==> src/rtl/axis_packet_meter_pkg.sv <==
// Shared definitions for the AXI-Stream packet-length meter:
// keep-mask popcount, length-record layout and the default length width.
package pkt_meter_pkg;

  localparam int LW_DEFAULT = 16;   // default length field width
  localparam int KEEP_MAX   = 128;  // widest keep mask (DW = 1024)
  localparam int CNT_W      = 8;    // holds 0..KEEP_MAX bytes per beat

  // Length record as seen on the length stream: {overflow, byte length}
  typedef struct packed {
    logic                  ovf;
    logic [LW_DEFAULT-1:0] len;
  } plen_rec_t;

  // Number of set bits among the low keep_w bits of keep (holes allowed)
  function automatic logic [CNT_W-1:0] popcount(input logic [KEEP_MAX-1:0] keep,
                                                input int                  keep_w);
    logic [CNT_W-1:0] n;
    n = '0;
    for (int i = 0; i < KEEP_MAX; i++) begin
      if (i < keep_w && keep[i]) n = n + CNT_W'(1);
    end
    return n;
  endfunction

endpackage

==> src/rtl/axis_packet_meter_if.sv <==
// Bundle of the three streams around the packet meter: input data stream,
// pass-through output stream and the per-packet length stream.
// slave  = the meter's view, master = the surrounding environment's view.
interface axis_packet_meter_if
  import pkt_meter_pkg::*;
#(
  parameter int DW = 128,
  parameter int LW = LW_DEFAULT
);
  logic [DW-1:0]   axis_in_tdata;
  logic [DW/8-1:0] axis_in_tkeep;
  logic            axis_in_tlast;
  logic            axis_in_tvalid;
  logic            axis_in_tready;

  logic [DW-1:0]   axis_out_tdata;
  logic [DW/8-1:0] axis_out_tkeep;
  logic            axis_out_tlast;
  logic            axis_out_tvalid;
  logic            axis_out_tready;

  logic [LW-1:0]   axis_plen_tdata;
  logic            axis_plen_tuser;
  logic            axis_plen_tvalid;
  logic            axis_plen_tready;

  modport slave (
    input  axis_in_tdata, axis_in_tkeep, axis_in_tlast, axis_in_tvalid,
    output axis_in_tready,
    output axis_out_tdata, axis_out_tkeep, axis_out_tlast, axis_out_tvalid,
    input  axis_out_tready,
    output axis_plen_tdata, axis_plen_tuser, axis_plen_tvalid,
    input  axis_plen_tready
  );

  modport master (
    output axis_in_tdata, axis_in_tkeep, axis_in_tlast, axis_in_tvalid,
    input  axis_in_tready,
    input  axis_out_tdata, axis_out_tkeep, axis_out_tlast, axis_out_tvalid,
    output axis_out_tready,
    input  axis_plen_tdata, axis_plen_tuser, axis_plen_tvalid,
    output axis_plen_tready
  );

endinterface

==> src/rtl/axis_packet_meter_plen_fifo.sv <==
// First-word-fall-through FIFO for length records. Read/write pointers plus
// an occupancy count; full and empty are registered so that downstream
// gating never sees a combinational path from the pop side.
module plen_fifo
  import pkt_meter_pkg::*;
#(
  parameter int W     = LW_DEFAULT,
  parameter int DEPTH = 4
) (
  input  logic         clk,
  input  logic         rst_n,
  input  logic         push_i,
  input  logic [W-1:0] din_i,
  input  logic         pop_i,
  output logic [W-1:0] dout_o,
  output logic         full_o,
  output logic         empty_o
);

  localparam int AW = (DEPTH > 1) ? $clog2(DEPTH) : 1;

  logic [W-1:0]  mem_q [DEPTH];
  logic [AW-1:0] wr_ptr_q, wr_ptr_d;
  logic [AW-1:0] rd_ptr_q, rd_ptr_d;
  logic [AW:0]   cnt_q, cnt_d;
  logic          full_q, empty_q;
  logic          do_push, do_pop;

  assign do_push = push_i & ~full_q;
  assign do_pop  = pop_i & ~empty_q;

  // Next pointers and occupancy; push+pop together leaves the count alone
  always_comb begin
    wr_ptr_d = wr_ptr_q;
    rd_ptr_d = rd_ptr_q;
    cnt_d    = cnt_q;
    if (do_push) wr_ptr_d = wr_ptr_q + AW'(1);
    if (do_pop)  rd_ptr_d = rd_ptr_q + AW'(1);
    case ({do_push, do_pop})
      2'b10:   cnt_d = cnt_q + (AW+1)'(1);
      2'b01:   cnt_d = cnt_q - (AW+1)'(1);
      default: cnt_d = cnt_q;
    endcase
  end

  // Control state: pointers, count and the registered full/empty flags
  always_ff @(posedge clk or negedge rst_n) begin
    if (!rst_n) begin
      wr_ptr_q <= '0;
      rd_ptr_q <= '0;
      cnt_q    <= '0;
      full_q   <= 1'b0;
      empty_q  <= 1'b1;
    end else begin
      wr_ptr_q <= wr_ptr_d;
      rd_ptr_q <= rd_ptr_d;
      cnt_q    <= cnt_d;
      full_q   <= (cnt_d == (AW+1)'(DEPTH));
      empty_q  <= (cnt_d == '0);
    end
  end

  // Record storage; contents need no reset because empty masks the head
  always_ff @(posedge clk) begin
    if (do_push) mem_q[wr_ptr_q] <= din_i;
  end

  assign dout_o  = empty_q ? '0 : mem_q[rd_ptr_q];
  assign full_o  = full_q;
  assign empty_o = empty_q;

endmodule

==> src/rtl/axis_packet_meter.sv <==
// AXI-Stream packet-length meter. Beats pass straight through; each packet's
// byte count (popcount of tkeep summed over its beats) is queued and offered
// on the length stream. A last beat stalls only while the record FIFO is full.
// Optional build macro PKT_METER_SAT_EN: saturate lengths at 2^LW-1 and flag
// the record through axis_plen_tuser; otherwise lengths wrap and tuser is 0.
module axis_packet_meter
  import pkt_meter_pkg::*;
#(
  parameter int DW         = 128,
  parameter int LW         = LW_DEFAULT,
  parameter int FIFO_DEPTH = 4
) (
  input  logic                clk,
  input  logic                resetn,
  axis_packet_meter_if.slave  bus,
  output logic [31:0]         pkt_count
);

  localparam int KW = DW / 8;
`ifdef PKT_METER_SAT_EN
  localparam int RW = LW + 1;
`else
  localparam int RW = LW;
`endif

  logic [CNT_W-1:0] beat_bytes;
  logic [LW-1:0]    plen;
  logic [LW-1:0]    acc_q, acc_d;
  logic [31:0]      cnt_q, cnt_d;
  logic             fifo_full, fifo_empty;
  logic             blk, xfer, push, pop;
  logic [RW-1:0]    fifo_din, fifo_dout;

`ifdef PKT_METER_SAT_EN
  logic [LW:0]      sum;
  logic             sat_hit;
  logic             rec_ovf;
  logic             ovf_q, ovf_d;

  // Clamp an extended sum to the length field; returns {clamped, length}
  function automatic logic [LW:0] sat_len(input logic [LW:0] s);
    if (s[LW]) return {1'b1, {LW{1'b1}}};
    return {1'b0, s[LW-1:0]};
  endfunction

  assign sum              = {1'b0, acc_q} + (LW+1)'(beat_bytes);
  assign {sat_hit, plen}  = sat_len(sum);
  assign rec_ovf          = ovf_q | sat_hit;
  assign fifo_din         = {rec_ovf, plen};
  assign bus.axis_plen_tdata = fifo_dout[LW-1:0];
  assign bus.axis_plen_tuser = fifo_dout[LW];
`else
  assign plen             = acc_q + LW'(beat_bytes);
  assign fifo_din         = plen;
  assign bus.axis_plen_tdata = fifo_dout;
  assign bus.axis_plen_tuser = 1'b0;
`endif

  assign beat_bytes = popcount(KEEP_MAX'(bus.axis_in_tkeep), KW);

  // Only a last beat needs a FIFO slot, so only a last beat can be held
  assign blk                 = bus.axis_in_tlast & fifo_full;
  assign bus.axis_out_tvalid = bus.axis_in_tvalid & ~blk;
  assign bus.axis_in_tready  = bus.axis_out_tready & ~blk;
  assign bus.axis_out_tdata  = bus.axis_in_tdata;
  assign bus.axis_out_tkeep  = bus.axis_in_tkeep;
  assign bus.axis_out_tlast  = bus.axis_in_tlast;

  assign xfer = bus.axis_out_tvalid & bus.axis_out_tready;
  assign push = xfer & bus.axis_in_tlast;
  assign pop  = bus.axis_plen_tvalid & bus.axis_plen_tready;

  // Per-packet accumulation and completed-packet counting
  always_comb begin
    acc_d = acc_q;
    cnt_d = cnt_q;
`ifdef PKT_METER_SAT_EN
    ovf_d = ovf_q;
`endif
    if (xfer) begin
      if (bus.axis_in_tlast) begin
        acc_d = '0;
        cnt_d = cnt_q + 32'd1;
`ifdef PKT_METER_SAT_EN
        ovf_d = 1'b0;
`endif
      end else begin
        acc_d = plen;
`ifdef PKT_METER_SAT_EN
        ovf_d = rec_ovf;
`endif
      end
    end
  end

  // Accumulator, sticky overflow and packet counter registers
  always_ff @(posedge clk or negedge resetn) begin
    if (!resetn) begin
      acc_q <= '0;
      cnt_q <= '0;
`ifdef PKT_METER_SAT_EN
      ovf_q <= 1'b0;
`endif
    end else begin
      acc_q <= acc_d;
      cnt_q <= cnt_d;
`ifdef PKT_METER_SAT_EN
      ovf_q <= ovf_d;
`endif
    end
  end

  assign pkt_count = cnt_q;

  plen_fifo #(
    .W     (RW),
    .DEPTH (FIFO_DEPTH)
  ) u_plen_fifo (
    .clk     (clk),
    .rst_n   (resetn),
    .push_i  (push),
    .din_i   (fifo_din),
    .pop_i   (pop),
    .dout_o  (fifo_dout),
    .full_o  (fifo_full),
    .empty_o (fifo_empty)
  );

  assign bus.axis_plen_tvalid = ~fifo_empty;

endmodule

==> src/flat_wrapper.sv <==
// flat-port wrapper written by rule: the top's interface ports become plain ports
module axis_packet_meter_flat import pkt_meter_pkg::*;
#(
  parameter int DW         = 128,
  parameter int LW         = LW_DEFAULT,
  parameter int FIFO_DEPTH = 4
)
  (clk, resetn, pkt_count, bus_axis_in_tdata, bus_axis_in_tkeep, bus_axis_in_tlast, bus_axis_in_tvalid, bus_axis_in_tready, bus_axis_out_tdata, bus_axis_out_tkeep, bus_axis_out_tlast, bus_axis_out_tvalid, bus_axis_out_tready, bus_axis_plen_tdata, bus_axis_plen_tuser, bus_axis_plen_tvalid, bus_axis_plen_tready);
  axis_packet_meter_if #(.DW(DW), .LW(LW)) bus_i ();
  input  logic clk;
  input  logic resetn;
  output logic [31:0] pkt_count;
  input wire logic [$bits(bus_i.axis_in_tdata)-1:0] bus_axis_in_tdata;
  input wire logic [$bits(bus_i.axis_in_tkeep)-1:0] bus_axis_in_tkeep;
  input wire logic [$bits(bus_i.axis_in_tlast)-1:0] bus_axis_in_tlast;
  input wire logic [$bits(bus_i.axis_in_tvalid)-1:0] bus_axis_in_tvalid;
  output wire logic [$bits(bus_i.axis_in_tready)-1:0] bus_axis_in_tready;
  output wire logic [$bits(bus_i.axis_out_tdata)-1:0] bus_axis_out_tdata;
  output wire logic [$bits(bus_i.axis_out_tkeep)-1:0] bus_axis_out_tkeep;
  output wire logic [$bits(bus_i.axis_out_tlast)-1:0] bus_axis_out_tlast;
  output wire logic [$bits(bus_i.axis_out_tvalid)-1:0] bus_axis_out_tvalid;
  input wire logic [$bits(bus_i.axis_out_tready)-1:0] bus_axis_out_tready;
  output wire logic [$bits(bus_i.axis_plen_tdata)-1:0] bus_axis_plen_tdata;
  output wire logic [$bits(bus_i.axis_plen_tuser)-1:0] bus_axis_plen_tuser;
  output wire logic [$bits(bus_i.axis_plen_tvalid)-1:0] bus_axis_plen_tvalid;
  input wire logic [$bits(bus_i.axis_plen_tready)-1:0] bus_axis_plen_tready;
  assign bus_i.axis_in_tdata = bus_axis_in_tdata;
  assign bus_i.axis_in_tkeep = bus_axis_in_tkeep;
  assign bus_i.axis_in_tlast = bus_axis_in_tlast;
  assign bus_i.axis_in_tvalid = bus_axis_in_tvalid;
  assign bus_axis_in_tready = bus_i.axis_in_tready;
  assign bus_axis_out_tdata = bus_i.axis_out_tdata;
  assign bus_axis_out_tkeep = bus_i.axis_out_tkeep;
  assign bus_axis_out_tlast = bus_i.axis_out_tlast;
  assign bus_axis_out_tvalid = bus_i.axis_out_tvalid;
  assign bus_i.axis_out_tready = bus_axis_out_tready;
  assign bus_axis_plen_tdata = bus_i.axis_plen_tdata;
  assign bus_axis_plen_tuser = bus_i.axis_plen_tuser;
  assign bus_axis_plen_tvalid = bus_i.axis_plen_tvalid;
  assign bus_i.axis_plen_tready = bus_axis_plen_tready;
  axis_packet_meter #(.DW(DW), .LW(LW), .FIFO_DEPTH(FIFO_DEPTH)) u_core (.clk(clk), .resetn(resetn), .bus(bus_i), .pkt_count(pkt_count));
endmodule
==> config.mk <==
export PLATFORM = sky130hd
export DESIGN_NAME = axis_packet_meter_flat
export DESIGN_NICKNAME = d
export VERILOG_FILES = /design/src/rtl/axis_packet_meter_pkg.sv /design/src/rtl/axis_packet_meter_if.sv /design/src/rtl/axis_packet_meter_plen_fifo.sv /design/src/rtl/axis_packet_meter.sv /design/src/flat_wrapper.sv
export SDC_FILE = /design/constraint.sdc
export NUM_CORES = 1
export LEC_CHECK = 0
export ABC_AREA = 1
export BUFFER_PORTS_ARGS = -buffer_cell sky130_fd_sc_hd__buf_4
export CAP_MARGIN = 20
export CELL_PAD_IN_SITES_DETAIL_PLACEMENT = 1
export CELL_PAD_IN_SITES_GLOBAL_PLACEMENT = 1
export CORE_ASPECT_RATIO = 0.6
export CORE_MARGIN = 8
export CORE_UTILIZATION = 30
export CTS_CLUSTER_DIAMETER = 150
export CTS_CLUSTER_SIZE = 30
export DETAILED_ROUTE_END_ITERATION = 8
export GPL_TIMING_DRIVEN = 0
export PLACE_DENSITY_LB_ADDON = 0.15
export SKIP_CTS_REPAIR_TIMING = 1
export SLEW_MARGIN = 5
export SYNTH_ARGS = -nofsm -noshare
export SYNTH_HDL_FRONTEND = slang
export SYNTH_SLANG_ARGS = --single-unit
==> constraint.sdc <==
create_clock -name clk -period 3.5 [get_ports clk]
set_input_delay 0.525 -clock clk [delete_from_list [all_inputs] [get_ports clk]]
set_output_delay 0.525 -clock clk [all_outputs]
set_load 0.005 [all_outputs]
# After elaboration in Yosys (flattened, before gate mapping)
# Memories as Yosys holds them, arrays and structs flattened.
# Index checks and enable logic that the tools add are counted.
[totals]
ramBits = 64
register_bits = 57
mem_count = 1
input_bits = 150
out_inout_bits = 197
[classes]
muxes = 21
reduce_logical = 2
eq_ne = 3
n_bitwise = 11
add_sub_neg = 21
[memory_table]
columns = ["name", "words", "word_bits", "read_ports", "rd_ports_with_merged_regs", "wr", "line_no", "source"]
rows = [
  ["u_core.u_plen_fifo.mem_q", 4, 16, 1, 0, 1, "axis_packet_meter_plen_fifo.sv:22", "logic [W-1:0] mem_q [DEPTH];"],
]
[ops]
columns = ["op", "n"]
rows = [
  ["8-bit 2-to-1 mux", 15],
  ["8-bit by 1-bit adder with 8-bit output (second input constant)", 14],
  ["32-bit by 1-bit adder with 32-bit output (second input constant)", 1],
  ["16-bit 2-to-1 mux", 2],
  ["16-bit by 8-bit adder with 16-bit output", 1],
  ["1-bit AND", 8],
  ["3-bit one-hot mux with 2 select lines", 1],
  ["2-bit by 1-bit adder with 2-bit output (second input constant)", 2],
  ["3-bit by 1-bit adder with 3-bit output (second input constant)", 1],
  ["3-bit equality test (second input constant)", 1],
  ["3-bit zero test", 1],
  ["1-bit 2-to-1 mux", 3],
  ["1-bit NOT", 3],
  ["3-bit by 1-bit subtractor with 3-bit output (second input constant)", 1],
  ["1-bit by 1-bit adder with 2-bit output (second input constant)", 1],
  ["2-bit by 1-bit equality test with 1-bit output (second input constant)", 1],
  ["2-bit equality test (second input constant)", 1],
  ["2-bit AND reduction", 1],
]

# Logic depth before layout (Yosys ltp)
[logic_depth]
word_depth = 33
mapped_depth = 64

# Cells and area by module
# From an unflattened synthesis, not the netlist that was laid out.
[hier_totals]
cells_unflattened = 1067
area_unflattened_um2 = 8728.4
[modules_own_cells]
columns = ["module", "instances", "cells_each", "seq_area_each_um2", "area_per_inst_um2"]
rows = [
  ["axis_packet_meter", 1, 807, 1201.2, 5660.4],
  ["plen_fifo", 1, 260, 2148.3, 3067.9],
]

# Worst setup path before layout
# OpenSTA, ideal clock, no wires.
[synth_path]
path_kind = "input to register"
startpoint = "in bus_axis_in_tkeep[0]"
endpoint = "mem u_core.u_plen_fifo.mem_q[0][15] (netlist bit) (data pin)"
path_stages = 63
arrival_ns = 9.230
path_slack_ns = -5.995
cell_sequence = "inv_1 -> ha_1 -> inv_1 -> nand2_4 -> nand2_2 -> inv_1 -> nand2_1 -> nand3_1 -> and2_1 -> ha_1 -> nand2_1 -> nand2_1 -> ha_1 -> nand2_1 -> nand2_1 -> ha_1 -> or2_2 -> nand2_1 -> (+27 left out) -> or2_2 -> o21ai_0 -> inv_1 -> ha_1 -> nand3_1 -> nand2_1 -> a21oi_1 -> o21bai_1 -> a21oi_1 -> o21bai_1 -> nand2_1 -> a21oi_1 -> nand2_1 -> nor4_1 -> nand2_1 -> nor2_1 -> xor2_1 -> inv_1"
[synth_via]
elab_chain_len = 32
[synth_rtl]
columns = ["item", "line_no", "source"]
rows = [
  ["from (decl)", "flat_wrapper.sv:14", "input wire logic [$bits(bus_i.axis_in_tkeep)-1:0] bus_axis_in_tkeep;"],
  ["1-bit 2-to-1 mux *", "axis_packet_meter_pkg.sv:21", "if (i < keep_w && keep[i]) n = n + CNT_W'(1);"],
  ["1-bit by 1-bit adder with 2-bit output", "axis_packet_meter_pkg.sv:21", ""],
  ["8-bit 2-to-1 mux *", "axis_packet_meter_pkg.sv:21", ""],
  ["8-bit by 1-bit adder with 8-bit output", "axis_packet_meter_pkg.sv:21", ""],
  ["8-bit 2-to-1 mux *", "axis_packet_meter_pkg.sv:21", ""],
  ["8-bit by 1-bit adder with 8-bit output", "axis_packet_meter_pkg.sv:21", ""],
  ["8-bit 2-to-1 mux *", "axis_packet_meter_pkg.sv:21", ""],
  ["8-bit by 1-bit adder with 8-bit output", "axis_packet_meter_pkg.sv:21", ""],
  ["(+17 left out)", "-", ""],
  ["8-bit by 1-bit adder with 8-bit output", "axis_packet_meter_pkg.sv:21", ""],
  ["8-bit 2-to-1 mux *", "axis_packet_meter_pkg.sv:21", ""],
  ["8-bit by 1-bit adder with 8-bit output", "axis_packet_meter_pkg.sv:21", ""],
  ["8-bit 2-to-1 mux *", "axis_packet_meter_pkg.sv:21", ""],
  ["8-bit by 1-bit adder with 8-bit output", "axis_packet_meter_pkg.sv:21", ""],
  ["8-bit 2-to-1 mux *", "axis_packet_meter_pkg.sv:21", ""],
  ["16-bit by 8-bit adder with 16-bit output *", "axis_packet_meter.sv:53", "assign plen = acc_q + LW'(beat_bytes);"],
  ["named net u_core.fifo_din[15]", "axis_packet_meter.sv:32", "logic [RW-1:0] fifo_din, fifo_dout;"],
  ["to (decl)", "axis_packet_meter_plen_fifo.sv:22", ""],
]
# The timed path passes the listed nets; every way through them passes the cells marked *.

# Final worst setup path
[layout_path]
startpoint = "in bus_axis_in_tkeep[0]"
endpoint = "mem u_core.u_plen_fifo.mem_q[1][15] (netlist bit) (data pin)"
# Same word-level chain as after synthesis.

==> run metrics <==
Critical R2R Launch u_core.u_plen_fifo.full_o; core region area 28500 um2; drt drc 0; CP max stage cell ha_1; HP Class in2async; peak supply drop 0.000262 V; 1st-pass router iterations 5; final setup margin -4800 ps; CTS Sinks 121; fin nets 1517; Routed met1 length 14.1 mm; number of synthesized flops with an enable pin 64; DRT iter0 DRCs 288; wire length on met3 1.32 mm; warnings from Yosys 0; clk buf depth 2; met2 wire len 13.7 mm; PD cells 566 nW/um2; fmax 120 MHz; Final Max Tran Viols 0; setup tns final -311900 ps; FF-to-FF path depth 20; DR vias 7588; port bufs 217; CTS tree yes; post-synthesis cell count 1045; Fin. Hold Viols 0; status complete, but fails checks; die width 235 um; CP required 3650 ps; Synth Area in XOR/XNOR 4.68%; max-cap viol count 0; clock skew 6.99 ps; Skew-Pair Late Insertion Delay 410 ps; crit path launch type input port; overall routed net length 29.6 mm; shortest period the worst path allows 8300 ps; Detailed Place HPWL 23.9 mm; WHS 173 ps; worst relative slew slack 46.6%; max incr delay on CP 300 ps; post-synthesis sequential area ratio 38.9%; wire per inst 17.2 um; Inserted Clock Buffers 17; crit path DAT 8450 ps; Layout area overhead 45.1%; unrepaired setup endpoints after global routing true; GPL Wtd Cong 0.771; final worst path period share 237%; largest net degree at the start of global routing 58; cell row count 48; CP Class in2reg; Starting Density 30.2%; ys flop type edfxtp_1; Simple-Gate Fraction of Synth Area 26.3%; vias in the first global route 7647; IO Pins 347; failing checks negative setup slack; vias per inst 4.40; post-synthesis cell type count 44; Final Total Pwr 7.07 mW; chip height 147 um; commonest non-fill, non-tap cell in the layout buf_4; Post-synth ARST share 47.1%; FF+latch count, synth 121; post-synthesis adder-cell area fraction 4.97%; Crit. End Element flop; Crit Reg-Reg Endpoint u_core.pkt_count[31]; max layer used met4; area of the die 34500 um2; Worst-Margin Slew 801 ps; total gr overflow 0; largest family of logic cells by synthesized area simple AND/OR/NAND/NOR gates; global-route wire length before repair 44.1 mm; DP Area 11000 um2; Total GRT Usage 16.0%; CP Max Fanout 4; mux contribution to synthesized area 0%; most frequent cells in the layout buf_4, nand2_1, nor2_1; H-tree Lvls 4; Synth Area in Compound Gates 5.77%; antenna violations before repair 1; # setup viols final 75; Finished Cell Area 12500 um2; synthesized area 8610 um2; fraction of layout cells with a size suffix above 1 48.6%; syn avg cell area 8.24 um2; Util after Layout 43.9%; Pleak 6.08 nW; Final ANT Viol Nets 0; Worst R2R Setup Slack 140 ps; Most common cell on crit path nand2_4; clock-pin transition on the worst setup and hold timing paths 60 ps; Root Buffer Master clkbuf_16
[cell type report]
cell class | count | area [um2]
antenna | 1 | 2.50
buffer | 160 | 1150
clock buffer | 17 | 425
clock inverter | 15 | 155
fill | 3385 | 16000
inverter | 137 | 537
multi-input combinational | 628 | 4310
sequential | 121 | 3350
tap | 375 | 469
timing repair buffer | 269 | 2090
[state kept, by name (all words and copies together), names as in the netlist]
register                     count
u_core.u_plen_fifo.empty_o       1
u_core.acc_q                    16
u_core.u_plen_fifo.rd_ptr_q      2
u_core.u_plen_fifo.mem_q        64
u_core.pkt_count                32
u_core.u_plen_fifo.full_o        1
u_core.u_plen_fifo.cnt_q         3
u_core.u_plen_fifo.wr_ptr_q      2
[how the worst max path moves through the flow]
stage	startpoint	to	slack (ps)	depth (start not counted)
3_3_place_gp	bus_axis_in_tkeep[1]	u_core.u_plen_fifo.mem_q[2][15]	-6270	64
2_1_floorplan	bus_axis_in_tkeep[1]	u_core.u_plen_fifo.mem_q[0][15]	-5130	63
5_1_grt	bus_axis_in_tkeep[0]	u_core.u_plen_fifo.mem_q[1][15]	-5230	64
4_1_cts	bus_axis_in_tkeep[1]	u_core.u_plen_fifo.mem_q[1][15]	-6060	64
6_report	bus_axis_in_tkeep[0]	u_core.u_plen_fifo.mem_q[1][15]	-4800	64
3_5_place_dp	bus_axis_in_tkeep[1]	u_core.u_plen_fifo.mem_q[2][15]	-6490	64
[per-stage QoR]
step,cells,worst slack (ps)
3_5_place_dp,1642,-6490
6_report,1723,-4800
5_1_grt,1723,-5230
3_3_place_gp,1638,-6270
2_1_floorplan,1046,-5130
4_1_cts,1674,-6060
[report_power, final]
group	internal [mW]	switching [mW]	total [mW]	leakage, nW
clock network	1.01	0.726	1.73	0.286
registers	1.81	0.109	1.92	1.31
logic	1.45	1.97	3.42	4.49
[critical path: cells and delay by family]
kind	cells	cell delay, ps
fa+ha+maj	14	3300
simple gates	34	3090
compound gates	6	740
buf+inv	9	570
xor+xnor	1	180
[kinds of logic (layout without fill, tap and decap cells)]
logic type	after synthesis	count (layout)
xor gates and xnor gates	46	46
adders and majority gates	33	33
buffers and inverters	297	598
other	1	3
AOI/OAI and AO/OA	95	95
DFF	121	121
and+or+nand+nor	452	452
[routing by layer]
metal	track usage, %	up-vias
met1	21.8	3593
met5	0	-
li1	-	3780
met3	3.54	25
met2	25.4	190
met4	4.11	0
[Yosys cell counts (4+ instances only)]
cell	n	area, um2
nand3b_1	6	45.0
nand2_1	151	567
inv_2	8	30.0
dfrtp_1	56	1400
nand3_1	62	310
nand2_4	4	45.0
xor2_1	37	324
nand4_1	5	31.3
nand3_2	26	260
o21ai_0	51	255
edfxtp_1	64	1920
clkbuf_1	14	52.6
nor2_1	124	465
a21oi_1	29	145
buf_4	146	1100
xnor2_1	9	78.8
nor2_2	10	62.6
inv_1	127	477
ha_1	31	388
nand2_2	41	257
nor3_1	4	20.0
o22ai_1	8	50.1
Power figures use the tool's default switching activity.
